<file path="src/rtl/ahb_sram_if_if.sv">
// AHB-Lite bus bundle between a master/interconnect and the ahb_sram_if slave.
// hready_in is the interconnect's combined hready, hence it sits on the master side.
interface ahb_sram_if_if;
    logic        hsel;
    logic [31:0] haddr;
    logic [1:0]  htrans;
    logic        hwrite;
    logic [2:0]  hsize;
    logic [31:0] hwdata;
    logic        hready_in;
    logic        hready_out;
    logic [1:0]  hresp;
    logic [31:0] hrdata;

    modport master (
        output hsel, haddr, htrans, hwrite, hsize, hwdata, hready_in,
        input  hready_out, hresp, hrdata
    );

    modport slave (
        input  hsel, haddr, htrans, hwrite, hsize, hwdata, hready_in,
        output hready_out, hresp, hrdata
    );
endinterface

</file>
<file path="src/rtl/ahb_sram_if.sv">
// AHB-Lite slave that serialises byte/half/word transfers into single-byte SRAM cycles.
// Define AHB_SRAM_ERR_EN to answer BIST-owned, oversized, misaligned or out-of-range accesses with ERROR.
module ahb_sram_if #(
    parameter int SRAM_AW = 13,
    parameter int RD_LAT  = 1
) (
    input  logic               i_hclk,
    input  logic               i_hresetn,
    ahb_sram_if_if.slave       ahb,
    input  logic               i_bist_ten,
    output logic [SRAM_AW-1:0] o_addr_fun,
    output logic               o_cen_fun,
    output logic               o_wen_fun,
    output logic               o_oen_fun,
    output logic [7:0]         o_wdata_fun,
    input  logic [7:0]         i_rdata_fun
);
    localparam int CW = $clog2(RD_LAT + 5);

    typedef enum logic [2:0] {S_IDLE, S_WR, S_RD, S_ERR1, S_ERR2} state_t;

    state_t             r_state, w_state_nxt, w_start;
    logic [CW-1:0]      r_cyc, r_n, w_n, w_cap_idx;
    logic [SRAM_AW-1:0] r_addr_fun, w_addr_al, w_mask;
    logic [1:0]         r_lane0, w_sz, w_cap_lane;
    logic               r_bist;
    logic [7:0]         r_wdata_fun, w_wr_byte, w_cap_byte;
    logic [31:0]        r_rdbuf, r_hrdata, w_rd_result;
    logic [7:0]         w_hwdata_lane [4];
    logic               w_err, w_accept, w_hready, w_issue, w_last_issue, w_rd_done, w_cap;
    logic               w_cen, w_wen, w_oen;
    logic [1:0]         w_hresp;
    logic               w_unused;

    // Address-phase decode: oversized transfers behave as words, address aligned to the size.
    assign w_sz      = (ahb.hsize > 3'd2) ? 2'd2 : ahb.hsize[1:0];
    assign w_n       = CW'(1) << w_sz;
    assign w_mask    = {{(SRAM_AW-2){1'b0}}, (w_sz == 2'd2), (w_sz != 2'd0)};
    assign w_addr_al = ahb.haddr[SRAM_AW-1:0] & ~w_mask;
    assign w_unused  = ^{ahb.haddr[31:SRAM_AW], ahb.htrans[0]};

`ifdef AHB_SRAM_ERR_EN
    assign w_err = i_bist_ten | (ahb.hsize > 3'd2) | (|(ahb.haddr[1:0] & w_mask[1:0]))
                 | (|ahb.haddr[31:SRAM_AW]);
`else
    assign w_err = 1'b0;
`endif

    assign w_start  = w_err ? S_ERR1 : (ahb.hwrite ? S_WR : S_RD);
    assign w_accept = ahb.hsel & ahb.hready_in & ahb.htrans[1] & w_hready;

    // r_cyc counts data-phase cycles from 0; issues occupy 0..N-1, captures trail by RD_LAT.
    assign w_issue      = (r_cyc < r_n);
    assign w_last_issue = (r_cyc == r_n - CW'(1));
    assign w_rd_done    = (r_cyc == r_n - CW'(1) + CW'(RD_LAT));
    assign w_cap        = (r_state == S_RD) && (r_cyc >= CW'(RD_LAT));
    assign w_cap_idx    = r_cyc - CW'(RD_LAT);
    assign w_cap_lane   = r_lane0 + w_cap_idx[1:0];
    assign w_cap_byte   = r_bist ? 8'h00 : i_rdata_fun;
    assign w_wr_byte    = w_hwdata_lane[r_addr_fun[1:0]];

    generate
        for (genvar gi = 0; gi < 4; gi++) begin : g_lane
            assign w_hwdata_lane[gi] = ahb.hwdata[8*gi +: 8];
            assign w_rd_result[8*gi +: 8] = (w_cap && (w_cap_lane == 2'(gi))) ? w_cap_byte
                                                                             : r_rdbuf[8*gi +: 8];
        end
    endgenerate

    always_comb begin
        unique case (r_state)
            S_WR:    w_hready = w_last_issue;
            S_RD:    w_hready = w_rd_done;
            S_ERR1:  w_hready = 1'b0;
            default: w_hready = 1'b1;
        endcase
    end

    always_comb begin
        w_state_nxt = r_state;
        w_cen       = 1'b1;
        w_wen       = 1'b1;
        w_oen       = 1'b1;
        w_hresp     = 2'b00;
        unique case (r_state)
            S_WR: begin
                w_cen = r_bist;
                w_wen = r_bist;
            end
            S_RD: begin
                if (w_issue) begin
                    w_cen = r_bist;
                    w_oen = r_bist;
                end
            end
            S_ERR1: begin
                w_hresp     = 2'b01;
                w_state_nxt = S_ERR2;
            end
            S_ERR2:  w_hresp = 2'b01;
            default: ;
        endcase
        // Every ready cycle is also an address-phase slot, so back-to-back needs no idle gap.
        if (w_hready) begin
            w_state_nxt = w_accept ? w_start : S_IDLE;
        end
    end

    always_ff @(posedge i_hclk or negedge i_hresetn) begin
        if (!i_hresetn) begin
            r_state     <= S_IDLE;
            r_cyc       <= '0;
            r_n         <= '0;
            r_addr_fun  <= '0;
            r_lane0     <= '0;
            r_bist      <= 1'b0;
            r_wdata_fun <= '0;
            r_rdbuf     <= '0;
            r_hrdata    <= '0;
        end else begin
            r_state <= w_state_nxt;
            if (r_state == S_WR) begin
                r_wdata_fun <= w_wr_byte;
            end
            if ((r_state == S_RD) && w_rd_done) begin
                r_hrdata <= w_rd_result;
            end
            if (w_accept) begin
                r_cyc   <= '0;
                r_n     <= w_n;
                r_lane0 <= w_addr_al[1:0];
                r_bist  <= i_bist_ten;
                r_rdbuf <= '0;
                if (!w_err) begin
                    r_addr_fun <= w_addr_al;
                end
            end else if ((r_state == S_WR) || (r_state == S_RD)) begin
                r_cyc <= r_cyc + CW'(1);
                if (w_cap) begin
                    r_rdbuf <= w_rd_result;
                end
                if (w_issue && !w_last_issue) begin
                    r_addr_fun <= r_addr_fun + SRAM_AW'(1);
                end
            end
        end
    end

    assign ahb.hready_out = w_hready;
    assign ahb.hresp      = w_hresp;
    assign ahb.hrdata     = ((r_state == S_RD) && w_rd_done) ? w_rd_result : r_hrdata;
    assign o_addr_fun     = r_addr_fun;
    assign o_cen_fun      = w_cen;
    assign o_wen_fun      = w_wen;
    assign o_oen_fun      = w_oen;
    assign o_wdata_fun    = (r_state == S_WR) ? w_wr_byte : r_wdata_fun;
endmodule
</file>
<file path="src/flat_wrapper.sv">
// flat-port wrapper written by rule: the top's interface ports become plain ports
module ahb_sram_if_flat 
#(
    parameter int SRAM_AW = 13,
    parameter int RD_LAT  = 1
)
  (i_hclk, i_hresetn, i_bist_ten, o_addr_fun, o_cen_fun, o_wen_fun, o_oen_fun, o_wdata_fun, i_rdata_fun, ahb_hsel, ahb_haddr, ahb_htrans, ahb_hwrite, ahb_hsize, ahb_hwdata, ahb_hready_in, ahb_hready_out, ahb_hresp, ahb_hrdata);
  ahb_sram_if_if ahb_i ();
  input  logic i_hclk;
  input  logic i_hresetn;
  input  logic i_bist_ten;
  output logic [SRAM_AW-1:0] o_addr_fun;
  output logic o_cen_fun;
  output logic o_wen_fun;
  output logic o_oen_fun;
  output logic [7:0] o_wdata_fun;
  input  logic [7:0] i_rdata_fun;
  input wire logic [$bits(ahb_i.hsel)-1:0] ahb_hsel;
  input wire logic [$bits(ahb_i.haddr)-1:0] ahb_haddr;
  input wire logic [$bits(ahb_i.htrans)-1:0] ahb_htrans;
  input wire logic [$bits(ahb_i.hwrite)-1:0] ahb_hwrite;
  input wire logic [$bits(ahb_i.hsize)-1:0] ahb_hsize;
  input wire logic [$bits(ahb_i.hwdata)-1:0] ahb_hwdata;
  input wire logic [$bits(ahb_i.hready_in)-1:0] ahb_hready_in;
  output wire logic [$bits(ahb_i.hready_out)-1:0] ahb_hready_out;
  output wire logic [$bits(ahb_i.hresp)-1:0] ahb_hresp;
  output wire logic [$bits(ahb_i.hrdata)-1:0] ahb_hrdata;
  assign ahb_i.hsel = ahb_hsel;
  assign ahb_i.haddr = ahb_haddr;
  assign ahb_i.htrans = ahb_htrans;
  assign ahb_i.hwrite = ahb_hwrite;
  assign ahb_i.hsize = ahb_hsize;
  assign ahb_i.hwdata = ahb_hwdata;
  assign ahb_i.hready_in = ahb_hready_in;
  assign ahb_hready_out = ahb_i.hready_out;
  assign ahb_hresp = ahb_i.hresp;
  assign ahb_hrdata = ahb_i.hrdata;
  ahb_sram_if #(.SRAM_AW(SRAM_AW), .RD_LAT(RD_LAT)) u_core (.i_hclk(i_hclk), .i_hresetn(i_hresetn), .ahb(ahb_i), .i_bist_ten(i_bist_ten), .o_addr_fun(o_addr_fun), .o_cen_fun(o_cen_fun), .o_wen_fun(o_wen_fun), .o_oen_fun(o_oen_fun), .o_wdata_fun(o_wdata_fun), .i_rdata_fun(i_rdata_fun));
endmodule
</file>
<file path="config.mk">
export PLATFORM = sky130hd
export DESIGN_NAME = ahb_sram_if_flat
export DESIGN_NICKNAME = d
export VERILOG_FILES = /design/src/rtl/ahb_sram_if_if.sv /design/src/rtl/ahb_sram_if.sv /design/src/flat_wrapper.sv
export SDC_FILE = /design/constraint.sdc
export NUM_CORES = 1
export LEC_CHECK = 0
export ABC_AREA = 1
export CORE_UTILIZATION = 44
export DETAILED_ROUTE_END_ITERATION = 7
export PLACE_DENSITY = 0.78
export SYNTH_ARGS = -nofsm -noshare
export SYNTH_HDL_FRONTEND = slang
export SYNTH_SLANG_ARGS = --single-unit
</file>
<file path="constraint.sdc">
create_clock -name i_hclk -period 2 [get_ports i_hclk]
set_input_delay 0.3 -clock i_hclk [delete_from_list [all_inputs] [get_ports i_hclk]]
set_output_delay 0.3 -clock i_hclk [all_outputs]
set_load 0.02 [all_outputs]
</file>
== Word level (Yosys, flattened, before mapping) ==
Index checks and enable logic that the tools add are counted.
Word-level totals
  logic and storage cells: 83
  register bits: 97
Operators by class
  $lt $le $gt $ge: 4
  add/sub/neg operators: 6
  muxes and demuxes: 29
  reductions and logical operators: 18
  shift operators: 1
  eq/ne operators: 10
  bitwise gates (word level): 6
Operators with widths (count)
  32-bit 2-to-1 mux: 4
  8-bit 2-to-1 mux: 8
  13-bit 2-to-1 mux: 3
  8-bit binary-select mux with 2-bit select: 1
  3-bit 2-to-1 mux: 5
  13-bit by 1-bit adder with 13-bit output (second input constant): 1
  13-bit bitwise AND: 1
  2-bit inverter with 13-bit output: 1
  2-bit nonzero test: 5
  1-bit logical AND: 7
  3-bit by 1-bit adder with 3-bit output (second input constant): 2
  2-bit equality test (second input constant): 3
  3-bit by 2-bit equality test with 1-bit output (second input constant): 2
  3-bit equality test: 2
  1-bit 2-to-1 mux: 4
  2-bit 2-to-1 mux: 2
  2-bit AND reduction: 2
  1-bit bitwise AND: 3
  3-bit by 1-bit equality test with 1-bit output (second input constant): 1
  3-bit equality test (second input constant): 1
  3-bit by 1-bit >= comparator with 1-bit output (second input constant): 1
  3-bit >= comparator (second input constant): 1
  3-bit by 2-bit > comparator with 1-bit output (second input constant): 1
  3-bit less-than comparator: 1
  12 further kinds: 12

== Logic depth before layout (Yosys ltp) ==
Gate-level depths: netlist of run 1.
  depth in word-level cells: 8
  mapped depth: 14
  depth with buffers taken out: 14

== Worst setup path before layout of run 1 ==
Ideal clock, no wire load.
  kind: reg2out
  start point: register u_core.r_cyc[1]
  end point: output port ahb_hrdata[24]
  stages on the path, launching flop included: 7
  data arrival time: 1.953 ns
  setup slack: -0.253 ns
  data required time: 1.700 ns
  cells stage by stage: dfrtp_1 -> ha_1 -> inv_1 -> nor3_1 -> nand3_2 -> clkbuf_1 -> o21ai_0
Between the ends
  word-level cells in the longest chain between the ends: 6
RTL lines
  start, declared: line ahb_sram_if.sv:23  | logic [CW-1:0] r_cyc, r_n, w_n, w_cap_idx;
  start signal, assigned: line ahb_sram_if.sv:138  | r_cyc <= r_cyc + CW'(1);
  2-bit by 1-bit subtractor with 2-bit output: line ahb_sram_if.sv:57  | assign w_cap_idx = r_cyc - CW'(RD_LAT);
  2-bit adder: line ahb_sram_if.sv:58  | assign w_cap_lane = r_lane0 + w_cap_idx[1:0];
  2-bit equality test: line ahb_sram_if.sv:65  | assign w_rd_result[8*gi +: 8] = (w_cap && (w_cap_lane == 2'(gi))) ? w_cap_byte
  1-bit logical AND: line ahb_sram_if.sv:65
  8-bit 2-to-1 mux: line ahb_sram_if.sv:65
  32-bit 2-to-1 mux (*): line ahb_sram_if.sv:151  | assign ahb.hrdata = ((r_state == S_RD) && w_rd_done) ? w_rd_result : r_hrdata;
  end, declared: line flat_wrapper.sv:27  | output wire logic [$bits(ahb_i.hrdata)-1:0] ahb_hrdata;
Every way passes the cells marked *; elsewhere a longest branch is shown, timed or not.

== Worst setup path after layout of run 1 ==
  start point: register u_core.r_cyc[1]
  end point: output port ahb_hrdata[12]
Between the ends
  word-level cells in the longest chain between the ends: 6
RTL lines (line)
  2-bit by 1-bit subtractor with 2-bit output: ahb_sram_if.sv:57
  2-bit adder: ahb_sram_if.sv:58
  2-bit by 1-bit equality test with 1-bit output: ahb_sram_if.sv:65
  1-bit logical AND: ahb_sram_if.sv:65
  8-bit 2-to-1 mux: ahb_sram_if.sv:65
  32-bit 2-to-1 mux (*): ahb_sram_if.sv:151
Marked as above.

==> results of run 1 <==
-- power by group through the flow --
stage	clock network, mW	logic, mW	registers, mW
floorplan	0	2.30	3.03
global placement	0	4.20	2.94
detailed placement	0	4.29	2.96
CTS	1.93	4.69	2.97
global route	2.03	5.48	3.06
finish	1.93	5.12	3.00
-- placed cells by master (no fill, tap or decap), drive strengths merged, types with 2 or more instances in the layout --
| cell type | n |
|---|---|
| o22ai | 9 |
| clkinv | 4 |
| inv | 36 |
| nand2 | 183 |
| buf | 140 |
| nand3b | 2 |
| clkinvlp | 2 |
| dfrtp | 97 |
| nand3 | 68 |
| ha | 9 |
| and2 | 16 |
| bufinv | 2 |
| nor3 | 4 |
| clkdlybuf4s50 | 74 |
| xor2 | 7 |
| o21ai | 67 |
| a21oi | 20 |
| nand4 | 2 |
| clkbuf | 16 |
| nor2 | 31 |
| xnor2 | 4 |
-- metal layers --
| layer | vias to the layer above | part of all wire [%] |
|---|---|---|
| met2 | 242 | 51 |
| met3 | 52 | 7.5 |
| met1 | 2405 | 38 |
| met4 | 0 | 3.4 |
| met5 | - | 0 |
| li1 | 2357 | - |
-- logic make-up after synthesis --
family	Yosys count	synth area share, %
simple gates	308	27.5
other cells	1	0.0749
flops	97	48.5
fa+ha+maj	9	2.25
xor+xnor	11	2.68
buf+inv	67	6.63
compound gates	98	12.4
-- sequential cells by signal (all words and copies together) (netlist names) --
signal	flops
u_core.o_addr_fun	13
u_core.r_wdata_fun	8
u_core.r_state	3
u_core.r_rdbuf	32
u_core.r_bist	1
u_core.r_cyc	3
u_core.r_lane0	2
u_core.r_n	3
u_core.r_hrdata	32
-- critical path: cells and delay by family, from the launching register on --
| family | cells | cell delay, ps |
|---|---|---|
| fa+ha+maj | 1 | 190 |
| compound gates | 1 | 60 |
| buf+inv | 4 | 490 |
| flops | 1 | 430 |
| simple gates | 7 | 960 |
-- final cells by class --
cell class / instances / area [um^2]
fill: 702 / 2860
multi-input combinational: 429 / 2750
sequential: 97 / 2430
timing repair buffer: 224 / 2290
clock buffer: 10 / 239
tap: 140 / 175
inverter: 38 / 153
clock inverter: 6 / 90.1
-- timing repair --
action | 4_1_cts | 5_1_grt
endpoints found under the hold margin | 21 | 0
gates resized for setup | 256 | 96
hold buffers | 1 | 0
endpoints found under the setup margin | 101 | 103
gates cloned | 5 | 6
buffers inserted | 22 | 19
pin swaps | 8 | 14
-- worst max-delay path by stage --
| stage | slack [ps] | depth (start not counted) | to | startpoint |
|---|---|---|---|---|
| global route | -850 | 13 | ahb_hrdata[10] | u_core.r_cyc[1] |
| detailed placement | -660 | 11 | ahb_hrdata[13] | u_core.r_n[1] |
| CTS | -560 | 10 | ahb_hrdata[30] | u_core.r_cyc[0] |
| floorplan | -40 | 6 | ahb_hrdata[16] | u_core.r_cyc[1] |
| finish | -790 | 13 | ahb_hrdata[12] | u_core.r_cyc[1] |
| global placement | -580 | 9 | ahb_hrdata[7] | u_core.r_cyc[0] |
-- per-stage QoR --
step	setup slack [ps]	cells
floorplan	-36.1	591
global placement	-580	875
detailed placement	-656	875
CTS	-560	919
global route	-849	944
finish	-790	944
==> impl_metrics.yaml, run 1 <==
clocking:
  htree_num_levels: 3
  insertion_delay_ps: 370
  clock_tree.buffer_depth: 2
  tritoncts: "done"
  tritoncts.num_buffers: 9
  clock_transition_at_the_registers_of_the_reported_paths_ps: 70
  clock_sinks: 97
  cts.root.buffer_cell: "sky130_fd_sc_hd__clkbuf_16"
outcome:
  result_of_the_run: "finished, violations left"
  failing_checks: "negative setup slack"
synthesis:
  synth-seq-cells: 97
  synth.avg_cell_area_um2: 8.47
  ys.warnings.count: 0
  synth.top_cells.by_area: "sky130_fd_sc_hd__dfrtp_1 (49%), sky130_fd_sc_hd__nand2_1 (13%), sky130_fd_sc_hd__nand3_1 (6.6%)"
  yosysSeqAreaShare_pct: 48.5
  fraction_of_synthesis_flops_using_an_asynchronous_set_or_reset_pin_pct: 100
  yosysMostFrequentCell: "sky130_fd_sc_hd__nand2_1"
  post_synth_num_cell_types: 38
  netlist_area_um2: 5000
  post_synth_inst_count: 591
  ys.flop_type: "sky130_fd_sc_hd__dfrtp_1"
  synth_top_cell_area_share_pct: 48.5
  synthesis.nets: 683
  synth_top_cells_by_count: "sky130_fd_sc_hd__nand2_1 (174), sky130_fd_sc_hd__dfrtp_1 (97), sky130_fd_sc_hd__nand3_1 (66)"
  synth-edff-count: 0
  synth_largest_area_cell: "sky130_fd_sc_hd__dfrtp_1"
setup_path:
  worstReg2RegEnd: "u_core.r_hrdata[21]"
  crit_path_end_kind: "primary output"
  path_cells: "inv_2 > ha_1 > nor2_1 > nand3_1 > nand3_2 > clkinvlp_4 > nand2_4 > buf_4 > nand2_2 > o21ai_4 > nand2_1 > nand2_2 > buf_6"
  critPathLaunchType: "register"
  cp_peak_stage_delay_ps: 430
  worst_r2r_startpoint: "u_core.r_n[0]"
  path_max_fanout: 8
  slowest_stage: "sky130_fd_sc_hd__dfrtp_2"
  timing.critical_path.required_ps: 1700
  ff2ff_setup_slack_ps: -580
  setup.worst_path.class: "register to primary output"
  rr_worst_depth: 18
  critPathMostFrequentCell: "sky130_fd_sc_hd__nand2_2"
  timing.critical_path.arrival_ps: 2490
timing:
  max_clock_freq_mhz: 358
  final.min_clock_period_ps: 2790
  setup-violations-final: 100
  rsz_0062_raised_after_global_routing: "true"
  finalHoldViolCount: 0
  holdWs_ps: 395
  finClkSkew_ps: 13.5
  layout_setup_ws_ps: -790
  tns_ps: -47830
  fin_crit_sh_pct: 140
  final_max_slew_viol_count: 0
power_and_ir_drop:
  cell_internal_pwr_mw: 6.12
  netSwitchingFraction_pct: 39.2
  vdd.ir_drop.worst_uv: 934
  switchingPower_mw: 3.94
  p_leak_nw: 3.79
  share_clk_of_total_power_pct: 19.2
  power.share.combinational_pct: 50.9
  power_density_nw_per_um2: 1240
  sequentialPowerShare_pct: 29.9
  fin_total_pwr_mw: 10.1
global_routing:
  grt_pass1_vias: 4780
  grt_start_max_net_pins: 41
  gr-total-overflow: 0
  grt_util_met2_pct: 46.5
  antenna_found_initial: 0
  grt_util_met1_pct: 30.7
  groute.usage.overall_pct: 26.1
  wire_length_of_the_first_global_routing_pass_um: 23300
  globalRouteMet3Util_pct: 6.58
  most_crowded_layer_after_global_routing: "met2"
die:
  floorplan_die_height_um: 109
  coreArea_um2: 11000
  die-width_um: 109
  pin_count: 142
  fp-row-count: 38
  die-area_um2: 11800
  floorplan.initialDensity_pct: 45.6
finish:
  fraction_of_layout_instances_using_a_drive_strength_above_1_pct: 37.8
  layout.nets: 891
  finish.instance_area_um2: 8120
  post-route-util_pct: 73.9
  flow.area_growth_from_synthesis_pct: 62.3
  diodes: 0
placed_design:
  detailed_place_hpwl_um: 9740
  io_buffers: 120
  postPlaceCellArea_um2: 6760
  routabilityCongestion: 0.896
drt:
  drt.antenna.violating_nets: 0
  post_drt_via_cell_ratio: 5.36
  detail_route.wl_per_cell_um: 17.5
  num_vias: 5056
  route.detailed.drc: 0
  drt-total-wl_um: 16500
  dr.first_iter.drc_count: 332
  number_of_detailed_route_iterations_in_the_first_pass: 5
min_path:
  hold_path_class: "primary input to async pin"
run:
  maxCapViolCount: 0
(Power assumes the default switching activity.)
==> run 2: changes to the inputs <==
--- a/config.mk
+++ b/config.mk
@@ -6,9 +6,12 @@
 export NUM_CORES = 1
 export LEC_CHECK = 0
 export ABC_AREA = 1
+export ABC_CLOCK_PERIOD_IN_PS = 2000
+export CORE_MARGIN = 2
 export CORE_UTILIZATION = 44
 export DETAILED_ROUTE_END_ITERATION = 7
 export PLACE_DENSITY = 0.78
+export SLEW_MARGIN = 20
 export SYNTH_ARGS = -nofsm -noshare
 export SYNTH_HDL_FRONTEND = slang
 export SYNTH_SLANG_ARGS = --single-unit
==> impl_metrics.yaml, run 2 (same netlist as run 1, synthesis figures left out) <==
power_and_ir_drop:
  p_leak_nw: 4.06
  power_density_nw_per_um2: 1210
  vdd.ir_drop.worst_uv: 850
placed_design:
  placed_cells_incl_taps: 872
  dp_worst_setup_slack_ps: -603
  io_buffers: 120
  routabilityCongestion: 0.900
  detailed_place_hpwl_um: 9630
finish:
  fraction_of_layout_instances_using_a_drive_strength_above_1_pct: 50.3
  flow.area_growth_from_synthesis_pct: 81.1
  multiInputGateArea_um2: 3430
  final_cell_count_without_fillers: 959
  num-fill-cells: 547
  seqCellArea_um2: 2430
  diodes: 0
  layout.nets: 907
  layout_commonest_cell: "sky130_fd_sc_hd__nand2_1"
  layout_common_cells: "sky130_fd_sc_hd__nand2_1 (116), sky130_fd_sc_hd__dfrtp_1 (96), sky130_fd_sc_hd__buf_4 (79)"
setup_path:
  setup.worst_path.class: "register to primary output"
  ff2ff_setup_slack_ps: -480
  crit_path_end_kind: "primary output"
  timing.critical_path.arrival_ps: 2330
  timing.critical_path.required_ps: 1700
  critPathLaunchType: "register"
  path_max_fanout: 7
clocking:
  tritoncts.num_buffers: 9
  htree_num_levels: 3
  clock_tree.buffer_depth: 2
  clock_sinks: 97
  clock_transition_at_the_registers_of_the_reported_paths_ps: 80
  tritoncts: "done"
  cts.root.buffer_cell: "sky130_fd_sc_hd__clkbuf_16"
  insertion_delay_ps: 360
run:
  maxCapViolCount: 0
timing:
  finalHoldViolCount: 0
  max_clock_freq_mhz: 380
  final.min_clock_period_ps: 2630
  holdWs_ps: 473
  rsz_0062_raised_after_global_routing: "true"
  layout_setup_ws_ps: -632
  worstMarginPinSlew_ps: 788
  final_max_slew_viol_count: 0
  finClkSkew_ps: 12.8
  setup-violations-final: 97
  max_slew_margin_pct: 47.0
  fin_crit_sh_pct: 132
global_routing:
  gr-total-overflow: 0
  grt_pass1_vias: 5670
  groute.usage.overall_pct: 29.8
  antenna_found_initial: 0
  wire_length_of_the_first_global_routing_pass_um: 29000
  grt_start_max_net_pins: 40
drt:
  detail_route.wl_per_cell_um: 22.4
  drt-total-wl_um: 21500
  number_of_detailed_route_iterations_in_the_first_pass: 5
  dr.first_iter.drc_count: 425
  num_vias: 5572
  route.detailed.drc: 0
  post_drt_via_cell_ratio: 5.81
  drt.antenna.violating_nets: 0
die:
  fp-row-count: 38
  floorplan_die_height_um: 111
  die-width_um: 111
  die-area_um2: 12200
  floorplan.initialDensity_pct: 45.6
  coreArea_um2: 11000
  pin_count: 142
outcome:
  failing_checks: "negative setup slack"
  result_of_the_run: "finished, violations left"
min_path:
  hold_path_class: "primary input to async pin"
## run 2: final timing paths
path	to	depth (start not counted)	startpoint
worst max-delay path	ahb_hrdata[22]	11	u_core.r_cyc[0]
worst min-delay path	u_core.r_rdbuf[2]	2	i_hresetn
worst max register to register	u_core.r_rdbuf[6]	16	u_core.r_n[0]
worst min register to register	u_core.r_wdata_fun[0]	2	u_core.r_wdata_fun[0]
max in group asynchronous	u_core.r_cyc[1]	3	i_hresetn
min in group i_hclk	u_core.r_wdata_fun[0]	2	u_core.r_wdata_fun[0]
## run 2: timing repair
action	4_1_cts	5_1_grt
resized for setup	413	115
endpoints found under the setup margin	100	102
cloned	14	2
pin swaps	31	59
hold endpoints to repair	36	0
hold buffers	1	0
setup buffers	35	29
## run 2: layout make-up
cell class | instances | area share, %
well taps | 140 | 1.93
inverters | 38 | 1.85
multi-input cells | 430 | 37.9
repair buffers | 238 | 28.3
clock buffers | 11 | 2.57
clock inverters | 4 | 0.594
repair inverters | 1 | 0.0829
flip-flops and latches | 97 | 26.8
## run 2: through the flow
step / power (mW) / area, um^2 / util, % / setup TNS, ps
after floorplan: 5.33 / 5130 / - / -293
after global placement: 7.14 / 6780 / 61.7 / -30910
after detailed placement: 7.26 / 6780 / 61.7 / -35520
after CTS: 9.92 / 8530 / 77.6 / -22770
after global routing: 11.4 / 9060 / 82.5 / -44250
final: 10.9 / 9060 / 82.5 / -39400
## run 2: power breakdown
| part | internal [mW] | switching (mW) |
|---|---|---|
| registers | 2.61 | 0.473 |
| clock network | 0.971 | 0.823 |
| logic | 2.81 | 3.25 |
## run 2: worst max-delay path, cell delays in order (launching register included)
cell	delay (ps)
sky130_fd_sc_hd__dfrtp_1	380
sky130_fd_sc_hd__inv_2	80
sky130_fd_sc_hd__ha_4	180
sky130_fd_sc_hd__xnor2_4	210
sky130_fd_sc_hd__xor2_4	200
sky130_fd_sc_hd__buf_12	190
sky130_fd_sc_hd__nor2_4	60
sky130_fd_sc_hd__buf_4	130
sky130_fd_sc_hd__nand2_2	120
sky130_fd_sc_hd__o21ai_4	120
sky130_fd_sc_hd__o21ai_4	160
sky130_fd_sc_hd__buf_6	140
## run 2: per-layer routing
metal  wire [um]  GRT usage [%]  part of all wire (%)
met1        7500           33.2                    35
met2       10900           53.6                    51
met3        1680           5.43                   7.8
met4        1410           16.5                   6.6
met5           0              0                     0
==> run 3: changes to the inputs <==
--- a/config.mk
+++ b/config.mk
@@ -10,6 +10,7 @@
 export CORE_MARGIN = 2
 export CORE_UTILIZATION = 44
 export DETAILED_ROUTE_END_ITERATION = 7
+export GPL_ROUTABILITY_DRIVEN = 0
 export PLACE_DENSITY = 0.78
 export SLEW_MARGIN = 20
 export SYNTH_ARGS = -nofsm -noshare
==> results of run 3 <==
The final DEF is identical to that of run 2; final timing and power are the same.
